===== config.mk =====
export PLATFORM = sky130hd
export DESIGN_NAME = led_strip_tx
export DESIGN_NICKNAME = d
export VERILOG_FILES = /design/src/rtl/led_strip_tx.sv
export SDC_FILE = /design/constraint.sdc
export NUM_CORES = 1
export LEC_CHECK = 0
export BUFFER_PORTS_ARGS = -buffer_cell sky130_fd_sc_hd__buf_2
export CAP_MARGIN = 20
export CORE_ASPECT_RATIO = 1.4
export CORE_MARGIN = 2
export CORE_UTILIZATION = 45
export DETAILED_ROUTE_END_ITERATION = 7
export PLACE_DENSITY_LB_ADDON = 0.08
export SLEW_MARGIN = 25
export SYNTH_ARGS = -nofsm -noshare
export SYNTH_HDL_FRONTEND = slang
export SYNTH_SLANG_ARGS = --single-unit

===== constraint.sdc =====
create_clock -name clk -period 3.71 [get_ports clk]
set_clock_uncertainty 0.2 [all_clocks]
set_input_delay 0.5565 -clock clk [delete_from_list [all_inputs] [get_ports clk]]
set_output_delay 0.5565 -clock clk [all_outputs]
set_load 0.03 [all_outputs]

===== src/rtl/led_strip_tx.sv =====
// led_strip_tx: WS2812-class NRZ transmitter taking 24-bit RGB pixels over valid/ready.
// Define LED_TX_UNDERRUN_EN to abort a frame once a mid-frame gap outlasts the latch interval.
module led_strip_tx #(
    parameter int NUM_PIXELS = 8,
    parameter int BIT_CYC    = 63,
    parameter int T0H_CYC    = 20,
    parameter int T1H_CYC    = 40,
    parameter int RESET_CYC  = 15000
) (
    input  logic        clk,
    input  logic        rst_n,
    input  logic [23:0] pixel_in,
    input  logic        pixel_valid,
    output logic        pixel_ready,
    output logic        dout,
    output logic        busy,
    output logic        frame_done,
    output logic        underrun
);
    localparam int CW = $clog2(BIT_CYC) + 1;
    localparam int GW = $clog2(RESET_CYC) + 1;
    localparam int PW = $clog2(NUM_PIXELS) + 1;
    localparam logic [CW-1:0] CYC_LAST = CW'(BIT_CYC - 1);
    localparam logic [CW-1:0] T0H = CW'(T0H_CYC);
    localparam logic [CW-1:0] T1H = CW'(T1H_CYC);
    localparam logic [GW-1:0] GAP_LAST = GW'(RESET_CYC - 1);
    localparam logic [GW-1:0] GAP_MAX = GW'(RESET_CYC);
    localparam logic [PW-1:0] PIX_NUM = PW'(NUM_PIXELS);
    typedef enum logic [1:0] {IDLE, SEND, WAIT, LATCH} state_t;
    state_t state, state_n;
    logic [23:0] sh, sh_n;
    logic [4:0] bit_cnt, bit_n;
    logic [CW-1:0] cyc_cnt, cyc_n;
    logic [PW-1:0] pix_cnt, pix_n;
    logic [GW-1:0] gap_cnt, gap_n;
    logic dout_n, done_n, urun_n, accept, bit_end, pix_end, last_pix;
    assign bit_end = cyc_cnt == CYC_LAST;
    assign pix_end = state == SEND && bit_end && bit_cnt == 5'd23;
    assign last_pix = pix_cnt + 1'b1 == PIX_NUM;
    assign pixel_ready = state == IDLE || state == WAIT || (pix_end && !last_pix);
    assign accept = pixel_valid && pixel_ready;
    assign busy = state != IDLE;
    always_comb begin
        state_n = state;
        sh_n = sh;
        bit_n = bit_cnt;
        cyc_n = cyc_cnt;
        pix_n = pix_cnt;
        gap_n = gap_cnt;
        done_n = 1'b0;
        urun_n = 1'b0;
        if (accept) begin
            state_n = SEND;
            sh_n = {pixel_in[15:8], pixel_in[23:16], pixel_in[7:0]};
            bit_n = '0;
            cyc_n = '0;
            gap_n = '0;
            pix_n = pix_end ? pix_cnt + 1'b1 : pix_cnt;
        end else begin
            case (state)
                SEND: begin
                    cyc_n = bit_end ? '0 : cyc_cnt + 1'b1;
                    if (bit_end) begin
                        sh_n = {sh[22:0], 1'b0};
                        bit_n = bit_cnt + 5'd1;
                    end
                    if (pix_end) begin
                        bit_n = '0;
                        gap_n = '0;
                        pix_n = pix_cnt + 1'b1;
                        state_n = last_pix ? LATCH : WAIT;
                    end
                end
                WAIT: begin
`ifdef LED_TX_UNDERRUN_EN
                    // strip has already latched the partial frame, so restart cleanly
                    if (gap_cnt == GAP_LAST) begin
                        urun_n = 1'b1;
                        pix_n = '0;
                        gap_n = '0;
                        state_n = IDLE;
                    end else begin
                        gap_n = gap_cnt + 1'b1;
                    end
`else
                    gap_n = gap_cnt == GAP_MAX ? gap_cnt : gap_cnt + 1'b1;
`endif
                end
                LATCH: begin
                    gap_n = gap_cnt == GAP_LAST ? '0 : gap_cnt + 1'b1;
                    if (gap_cnt == GAP_LAST) begin
                        done_n = 1'b1;
                        pix_n = '0;
                        state_n = IDLE;
                    end
                end
                default: ;
            endcase
        end
        // dout is registered from next-state values so it lines up with cyc_cnt
        dout_n = state_n == SEND && cyc_n < (sh_n[23] ? T1H : T0H);
    end
    always_ff @(posedge clk or negedge rst_n) begin
        if (!rst_n) begin
            state <= IDLE;
            sh <= '0;
            bit_cnt <= '0;
            cyc_cnt <= '0;
            pix_cnt <= '0;
            gap_cnt <= '0;
            dout <= 1'b0;
            frame_done <= 1'b0;
            underrun <= 1'b0;
        end else begin
            state <= state_n;
            sh <= sh_n;
            bit_cnt <= bit_n;
            cyc_cnt <= cyc_n;
            pix_cnt <= pix_n;
            gap_cnt <= gap_n;
            dout <= dout_n;
            frame_done <= done_n;
            underrun <= urun_n;
        end
    end
endmodule

==> flow_summary.yaml, run 1 <==
route:
  ant_nets: 0
  wl_met2_microns: 3360
  wl_met3_microns: 199
  vias: 2623
  wl_per_cell_microns: 14.1
  routed.top_layer: "met4"
  wirelength_met1_microns: 3180
  drt-pass1-iter-count: 4
  drt_iter0_markers: 155
  via_per_inst: 5.36
  drc: 0
  totalWireLength_microns: 6890
logic_synthesis:
  synth_nets: 397
  ys.flop_type: "dfrtp_1"
  synth.top_cell.area_share: 0.463
  syn_avg_cell_area_sq_um: 8.84
  synth_cell_type_count: 53
  yosys-top-cells-count: "nand2_1, dfrtp_1, nor2_1"
  synth_cells: 361
  synth-seq-area-share: 0.463
  synth_area_leader_cell: "dfrtp_1"
  yosys_warnings: 0
  ys_seq_elements: 59
  synth_area_sq_um: 3190
  synth_area_leaders: "dfrtp_1, nand2_1, nor2_1"
  synth.most_common_cell: "nand2_1"
  ys_async_sr_fraction: 1.00
  synth_edf_count: 0
place:
  dpl.hpwl_microns: 4720
  port_buffers: 30
  gp_congestion: 0.777
  pre_cts_ws_ns: 0.846
clocking:
  hold_buffers: 0
  insertion_delay_ns: 0.34
  root_buffer: "clkbuf_8"
  clk_path_buf_depth: 2
  numCtsBuffers: 9
  htreeDepth: 3
  cts_resized: 0
  cts_sinks: 59
  cts_setup_buffers: 0
  clk_pin_slew_ns: 0.06
  cts_tree: "built"
worst_setup_path:
  r2r_slack_ns: 0.81
  cp.arrival_ns: 2.18
  crit_path_top_delay_cell: "or3_1"
  critical_path_class: "register to primary output"
  crit_path_start: "cyc_cnt[0]"
  critPathCapture: "pixel_ready"
  reg2reg_depth: 12
  cp-end-kind: "primary output"
  cpMostUsedCell: "inv_1"
  cp_cell_sequence: "inv_1 -> ha_1 -> nand2b_1 -> or3_1 -> o31a_1 -> inv_1 -> buf_2"
  r2r-end: "dout"
  crit_fanout: 8
  max_stage_delay_ns: 0.46
  required_ns: 2.95
  r2r-start: "cyc_cnt[0]"
  crit_path_start_kind: "register"
status:
  outcome: "finished with violations"
  failed_checks: "negative hold slack"
cells_and_area:
  final_net_count: 426
  drive_gt1_frac: 0.162
  diodes: 0
  finish.utilization: 0.521
  syn_to_final_growth_pct: 13.4
pwr:
  peakVddDrop_mv: 0.191
  p_leak_nw: 1.62
  power_mw: 1.66
  powerDensity_nw_per_um2: 460
sta:
  finalHoldViolations: 1
  worst_pin_slew_ns: 0.842
  timing.final.ws_setup_ns: 0.769
  max_freq_ghz: 0.340
  fin_crit_sh: 0.793
  setup_viol: 0
  slew_headroom: 0.434
  grt_setup_unrepaired: "no"
  min_period_ns: 2.94
  holdWs_ns: -0.00141
  maxSlewViolCount: 0
  fin_tns_setup_ns: 0
floorplanning:
  ios: 32
  die_h_microns: 104
  die_w_microns: 75.2
  placement_rows: 36
  die_area_sq_um: 7790
  initial_core_util: 0.460
  core_area_sq_um: 6940
grt:
  antenna_found_initial: 0
  grt_usage: 0.198
  grt_pass1_wl_microns: 11900
  grt_overflow: 0
  grt_pass1_vias: 2577
  grt_max_degree: 46
hold_path:
  hold_path.class: "input pin to asynchronous set/reset pin"
job:
  cap_violations: 0
==> cells in the final DEF (no fill, tap or decap), types with 4 or more instances in the layout <==
cell type,count
nand2_1,71
dfrtp_1,59
nor2_1,44
buf_2,30
a31oi_1,22
o21ai_0,19
clkbuf_8,14
inv_1,12
nor3_1,11
nand3_1,10
a21oi_1,9
ha_1,9
xnor2_1,6
a21o_1,5
or3_1,5
buf_4,5
nor4_1,4
xor2_1,4
nand4_1,4
==> worst min-delay path by stage <==
stage	endpoint	slack [ns]	depth (start not counted)
2_1_floorplan	bit_cnt[0]	0.06	0
5_1_grt	cyc_cnt[0]	0.04	1
6_report	sh[21]	-0.001	1
3_5_place_dp	sh[0]	0.31	1
3_3_place_gp	sh[0]	0.31	1
4_1_cts	cyc_cnt[0]	0.02	1
==> cell type report <==
type,instances,area (sq um)
fillers,703,3320
multi-input cells,273,1590
flip-flops and latches,59,1480
clock buffers,14,193
repair buffers,35,188
well taps,95,119
inverters,12,45.0
clock inverters,1,5.00
==> cells by family (layout without fill, tap and decap cells) <==
kind of cell,after synthesis,after routing,synth area share
flip-flops,59,59,0.463
AO/OA/AOI/OAI,78,78,0.162
AND/OR/NAND/NOR,172,172,0.262
buffers and inverters,29,62,0.0400
XOR/XNOR,10,10,0.0274
other,1,1,0.00118
multiplexers,3,3,0.00941
adder cells (fa/ha/maj),9,9,0.0353
==> flip-flops by register name (all words and copies together), names as in the netlist <==
signal      cells
state           2
bit_cnt         5
pix_cnt         4
gap_cnt        15
sh             24
frame_done      1
dout            1
cyc_cnt         7
==> stage by stage <==
stage / instance area [sq um] / cells
5_1_grt: 3620 / 489
3_5_place_dp: 3420 / 474
6_report: 3620 / 489
4_1_cts: 3620 / 489
2_1_floorplan: 3190 / 361
3_3_place_gp: 3420 / 474
==> per-layer routing <==
layer,GRT usage,vias to the layer above
met4,0.0890,0
met5,0,-
met1,0.257,1239
met3,0.0311,10
met2,0.317,45
li1,-,1329
==> power by group <==
group	internal [mW]	total, mW	switching [mW]
sequential	0.720	0.795	0.0745
clock	0.329	0.576	0.247
combinational	0.125	0.293	0.167
==> critical path, delay by kind of cell (launching register included) <==
family / cells / cell delay (ns)
AOI/OAI and AO/OA: 1 / 0.31
adders and majority gates: 1 / 0.16
buffers and inverters: 3 / 0.30
DFF: 1 / 0.42
and+or+nand+nor: 2 / 0.65
(Power assumes the default switching activity.)
==> run 2, diff against run 1 <==
- clock period: 3.71 -> 2.75 ns (I/O delays scaled with it)
==> run 2 against run 1 <==
Against the previous run:
- the run now ends clean
- register-to-register slack worse by 0.75 ns
- die area did not move
- non-clock buffer count grew 17
- via count is 4.8% higher
==> flow_summary.yaml, run 2 (synthesis results as in run 1) <==
status:
  outcome: "finished clean"
cells_and_area:
  largest_reg_flops: 24
  drive_gt1_frac: 0.214
  diodes: 0
  final_common_cell: "nand2_1"
  layout.cells.non_filler: 507
  reg.largest.list: "sh (24), gap_cnt (15), cyc_cnt (7)"
  final_net_count: 443
  final_cell_mix: "nand2_1, dfrtp_1, nor2_1"
  syn_to_final_growth_pct: 20.6
  largest-register: "sh"
route:
  drc: 0
  wl_per_cell_microns: 14.2
  totalWireLength_microns: 7200
  ant_nets: 0
  vias: 2750
  via_per_inst: 5.42
  drt_iter0_markers: 123
  drt-pass1-iter-count: 4
floorplanning:
  core_area_sq_um: 6940
  placement_rows: 36
  initial_core_util: 0.460
  die_w_microns: 75.2
  ios: 32
  die_h_microns: 104
  die_area_sq_um: 7790
sta:
  fin_crit_sh: 0.977
  grt_setup_unrepaired: "yes"
  timing.final.ws_setup_ns: 0.0624
  worst_pin_slew_ns: 0.607
  slew_headroom: 0.595
  fin_tns_setup_ns: 0
  maxSlewViolCount: 0
  min_period_ns: 2.69
  finalHoldViolations: 0
  max_freq_ghz: 0.372
  setup_viol: 0
pwr:
  powerDensity_nw_per_um2: 618
  peakVddDrop_mv: 0.334
  power_mw: 2.38
  p_leak_nw: 1.74
hold_path:
  min_from: "pixel_in[0]"
  hold_path.class: "input pin to register"
  hold_depth: 2
  min_to: "sh[0]"
worst_setup_path:
  crit_path_start_kind: "register"
  r2r_slack_ns: 0.06
  cp.arrival_ns: 2.74
  cp-end-kind: "register"
  required_ns: 2.80
  crit_fanout: 5
  r2r-start: "bit_cnt[0]"
  r2r-end: "dout"
  reg2reg_depth: 11
  critical_path_class: "register to register"
clocking:
  root_buffer: "clkbuf_8"
  clk_pin_slew_ns: 0.07
  cts_sinks: 59
  numCtsBuffers: 9
  htreeDepth: 3
  clk_path_buf_depth: 2
  insertion_delay_ns: 0.34
  cts_tree: "built"
grt:
  grt_usage: 0.196
  grt_overflow: 0
  antenna_found_initial: 0
  grt_pass1_wl_microns: 12000
  grt_pass1_vias: 2645
  grt_max_degree: 46
place:
  port_buffers: 30
  dpl.hpwl_microns: 5070
  pre_cts_ws_ns: 0.0913
  gp_congestion: 0.781
  place_inst: 484
job:
  cap_violations: 0
## run 2: changes by cell type in the layout (fill, tap and decap cells not counted), sizes merged
cell,change
clkbuf,-3
bufinv,+1
buf,+16
dlygate4sd3,+1
clkinvlp,+3
## run 2: area by class of cell
cell class	count	area [sq um]
sequential	59	1480
tap	95	119
timing repair buffer	52	337
multi-input combinational	273	1660
inverter	12	45.0
clock inverter	5	61.3
fill	671	3090
clock buffer	11	151
## run 2: stage by stage
step | cell area [sq um] | hold WS, ns | util
finish | 3850 | 0.112 | 0.555
global route | 3850 | 0.108 | 0.555
CTS | 3740 | 0.101 | 0.540
detailed placement | 3510 | 0.257 | 0.506
global placement | 3510 | 0.249 | 0.506
floorplan | 3200 | -0.0831 | -
## run 2: power by group
part / internal (mW) / total (mW) / switching [mW]
combinational: 0.224 / 0.487 / 0.263
clock: 0.469 / 0.818 / 0.350
sequential: 0.971 / 1.07 / 0.103
## run 2: critical path: stages, from the launching register on
cell and delay, ns:
dfrtp_1 0.43, ha_4 0.17, nand4bb_1 0.16, o41ai_4 0.38
nand3_2 0.17, nand2_2 0.09, o21a_1 0.18, ha_4 0.22
a21o_1 0.16, a21oi_2 0.13, o211ai_1 0.11, a211oi_2 0.21
## run 2: worst max-delay path by stage
stage,startpoint,endpoint,slack [ns],cells after the start
after floorplan,cyc_cnt[0],dout,0.01,13
after global placement,cyc_cnt[0],dout,0.15,12
after detailed placement,cyc_cnt[0],dout,0.09,11
after CTS,cyc_cnt[0],dout,0.005,12
after global routing,bit_cnt[0],dout,-0.13,11
final,bit_cnt[0],dout,0.06,11
## run 2: what timing repair did
item / CTS / global route
hold endpoints to repair: 24 / 0
hold buffers: 1 / 0
resized for setup: 1 / 11
setup buffers: 1 / 5
cloned: 0 / 0
endpoints found under the setup margin: 1 / 2
pin swaps: 0 / 7
## run 2: routing by layer
metal | global-route usage | wire, microns | vias up
met4 | 0.0677 | 150 | 0
met1 | 0.247 | 3140 | 1344
li1 | - | - | 1353
met2 | 0.323 | 3680 | 38
met3 | 0.0467 | 230 | 15
met5 | 0 | 0 | -
==> run 3, diff against run 2 <==
- clock period: 2.75 -> 2.64 ns (I/O delays scaled with it)
==> run 3 against run 2 <==
Against the previous run:
- wire length is 2.8% higher
- combinational power is 16% higher
- total power is 6.5% higher
- largest cell class unchanged
- setup slack worse by 0.050 ns
- register-to-register slack worse by 0.05 ns
- first-iteration DRC count is 4.9% lower
- clock power is 4.5% higher
- maximum frequency is 2.3% higher
==> flow_summary.yaml, run 3 (synthesis results as in run 1) <==
route:
  drt_iter0_markers: 117
  wl_per_cell_microns: 14.4
  ant_nets: 0
  vias: 2718
  wl_met2_microns: 3620
  wl_met3_microns: 180
  via_per_inst: 5.28
  totalWireLength_microns: 7400
  routed.top_layer: "met4"
  drt-pass1-iter-count: 4
  drc: 0
  wirelength_met1_microns: 3430
cells_and_area:
  final_net_count: 451
  n_fill_cell: 685
  final_cell_mix: "nand2_1, dfrtp_1, nor2_1"
  largest_reg_flops: 24
  largest-register: "sh"
  diodes: 0
  multiInputGateArea_sq_um: 1650
  final_common_cell: "nand2_1"
  layout.cells.non_filler: 515
  syn_to_final_growth_pct: 22.3
  reg.largest.list: "sh (24), gap_cnt (15), cyc_cnt (7)"
  regArea_sq_um: 1480
  drive_gt1_frac: 0.224
sta:
  fin_crit_sh: 0.995
  maxSlewViolCount: 0
  slew_headroom: 0.539
  finalHoldViolations: 0
  max_freq_ghz: 0.381
  grt_setup_unrepaired: "yes"
  setup_viol: 0
  worst_pin_slew_ns: 0.691
  min_period_ns: 2.63
worst_setup_path:
  cp_cell_sequence: "inv_2 -> ha_4 -> nand2b_4 -> o41ai_4 -> nand3_2 -> o21a_1 -> ha_1 -> a21o_1 -> a21oi_2 -> o211ai_1 -> a211oi_2"
  required_ns: 2.70
  crit_fanout: 5
  critical_path_class: "register to register"
  max_stage_delay_ns: 0.39
  crit_path_start_kind: "register"
  path_buf_inv: 1
  cp-end-kind: "register"
  path_delay_family: "compound AO/OA/AOI/OAI gates"
  cp.arrival_ns: 2.68
  crit_path_top_delay_cell: "dfrtp_1"
status:
  outcome: "finished clean"
grt:
  grt_pass1_vias: 2680
  grt_overflow: 0
  antenna_found_initial: 0
  grt_usage: 0.212
  grt_pass1_wl_microns: 12800
  grt_max_degree: 46
place:
  port_buffers: 30
  gp_congestion: 0.783
  dpl.hpwl_microns: 5090
  place_inst: 490
pwr:
  powerDensity_nw_per_um2: 650
  p_leak_nw: 1.78
  peakVddDrop_mv: 0.394
  power_mw: 2.54
floorplanning:
  initial_core_util: 0.460
  die_h_microns: 104
  die_area_sq_um: 7790
  placement_rows: 36
  die_w_microns: 75.2
  core_area_sq_um: 6940
  ios: 32
hold_path:
  hold_path.class: "input pin to register"
clocking:
  clk_path_buf_depth: 2
  numCtsBuffers: 9
  cts_sinks: 59
  htreeDepth: 3
  cts_tree: "built"
  clk_pin_slew_ns: 0.06
  insertion_delay_ns: 0.34
  root_buffer: "clkbuf_8"
job:
  cap_violations: 0
[run 3: changes by cell type in the layout (fill, tap and decap cells not counted), sizes merged]
| cell | before | now |
|---|---|---|
| clkbuf | 11 | 15 |
| buf | 51 | 59 |
| clkinv | 1 | 0 |
| clkinvlp | 3 | 0 |
[run 3: repair_timing]
action | 4_1_cts | 5_1_grt
setup endpoints to repair | 2 | 2
hold buffers | 1 | 0
buffers inserted | 4 | 4
pin swaps | 6 | 3
cloned | 0 | 0
resized for setup | 9 | 4
endpoints found under the hold margin | 28 | 0
[run 3: routing by layer]
metal,vias up,GRT usage
li1,1376,-
met1,1293,0.273
met2,36,0.338
met3,13,0.0331
met4,0,0.105
met5,-,0
[run 3: power breakdown]
part	leakage (nW)	switching, mW	internal, mW
Sequential	0.693	0.102	1.01
Combinational	0.979	0.294	0.272
Clock	0.104	0.340	0.515
[run 3: cell type report]
class / instances / share of cell area
Multi-Input combinational cell: 273 / 0.424
Sequential cell: 59 / 0.379
Timing Repair Buffer: 60 / 0.103
Clock buffer: 15 / 0.0452
Tap cell: 95 / 0.0305
Inverter: 12 / 0.0115
Clock inverter: 1 / 0.00769
[run 3: worst paths after layout]
kind,startpoint,end,slack (ns),depth (start not counted)
setup / recovery,cyc_cnt[0],dout,0.01,11
setup reg to reg,cyc_cnt[0],dout,0.01,11
hold / removal,pixel_in[0],sh[0],0.08,2
max in group asynchronous,rst_n,cyc_cnt[4],1.19,3
hold reg to reg,sh[0],sh[0],0.33,1
min in group asynchronous,rst_n,sh[9],0.43,2
[run 3: metrics by stage]
stage / instance area [sq um] / hold slack, ns / TNS (ns) / util / setup slack [ns]
CTS: 3860 / 0.0624 / -0.0444 / 0.557 / -0.0444
detailed placement: 3570 / 0.280 / -0.0666 / 0.514 / -0.0666
finish: 3900 / 0.0814 / 0 / 0.563 / 0.0127
floorplan: 3240 / -0.0996 / -0.0390 / - / -0.0390
global placement: 3570 / 0.266 / 0 / 0.514 / 0.0177
global route: 3900 / 0.0833 / -0.201 / 0.563 / -0.151
[run 3: worst reg2reg max path: cells and delay by family, from the launching register on]
family                     cells  cell delay [ns]
and+or+nand+nor                2             0.26
DFF                            1             0.39
buffers and inverters          1             0.07
adders and majority gates      2             0.45
AOI/OAI and AO/OA              6             1.17
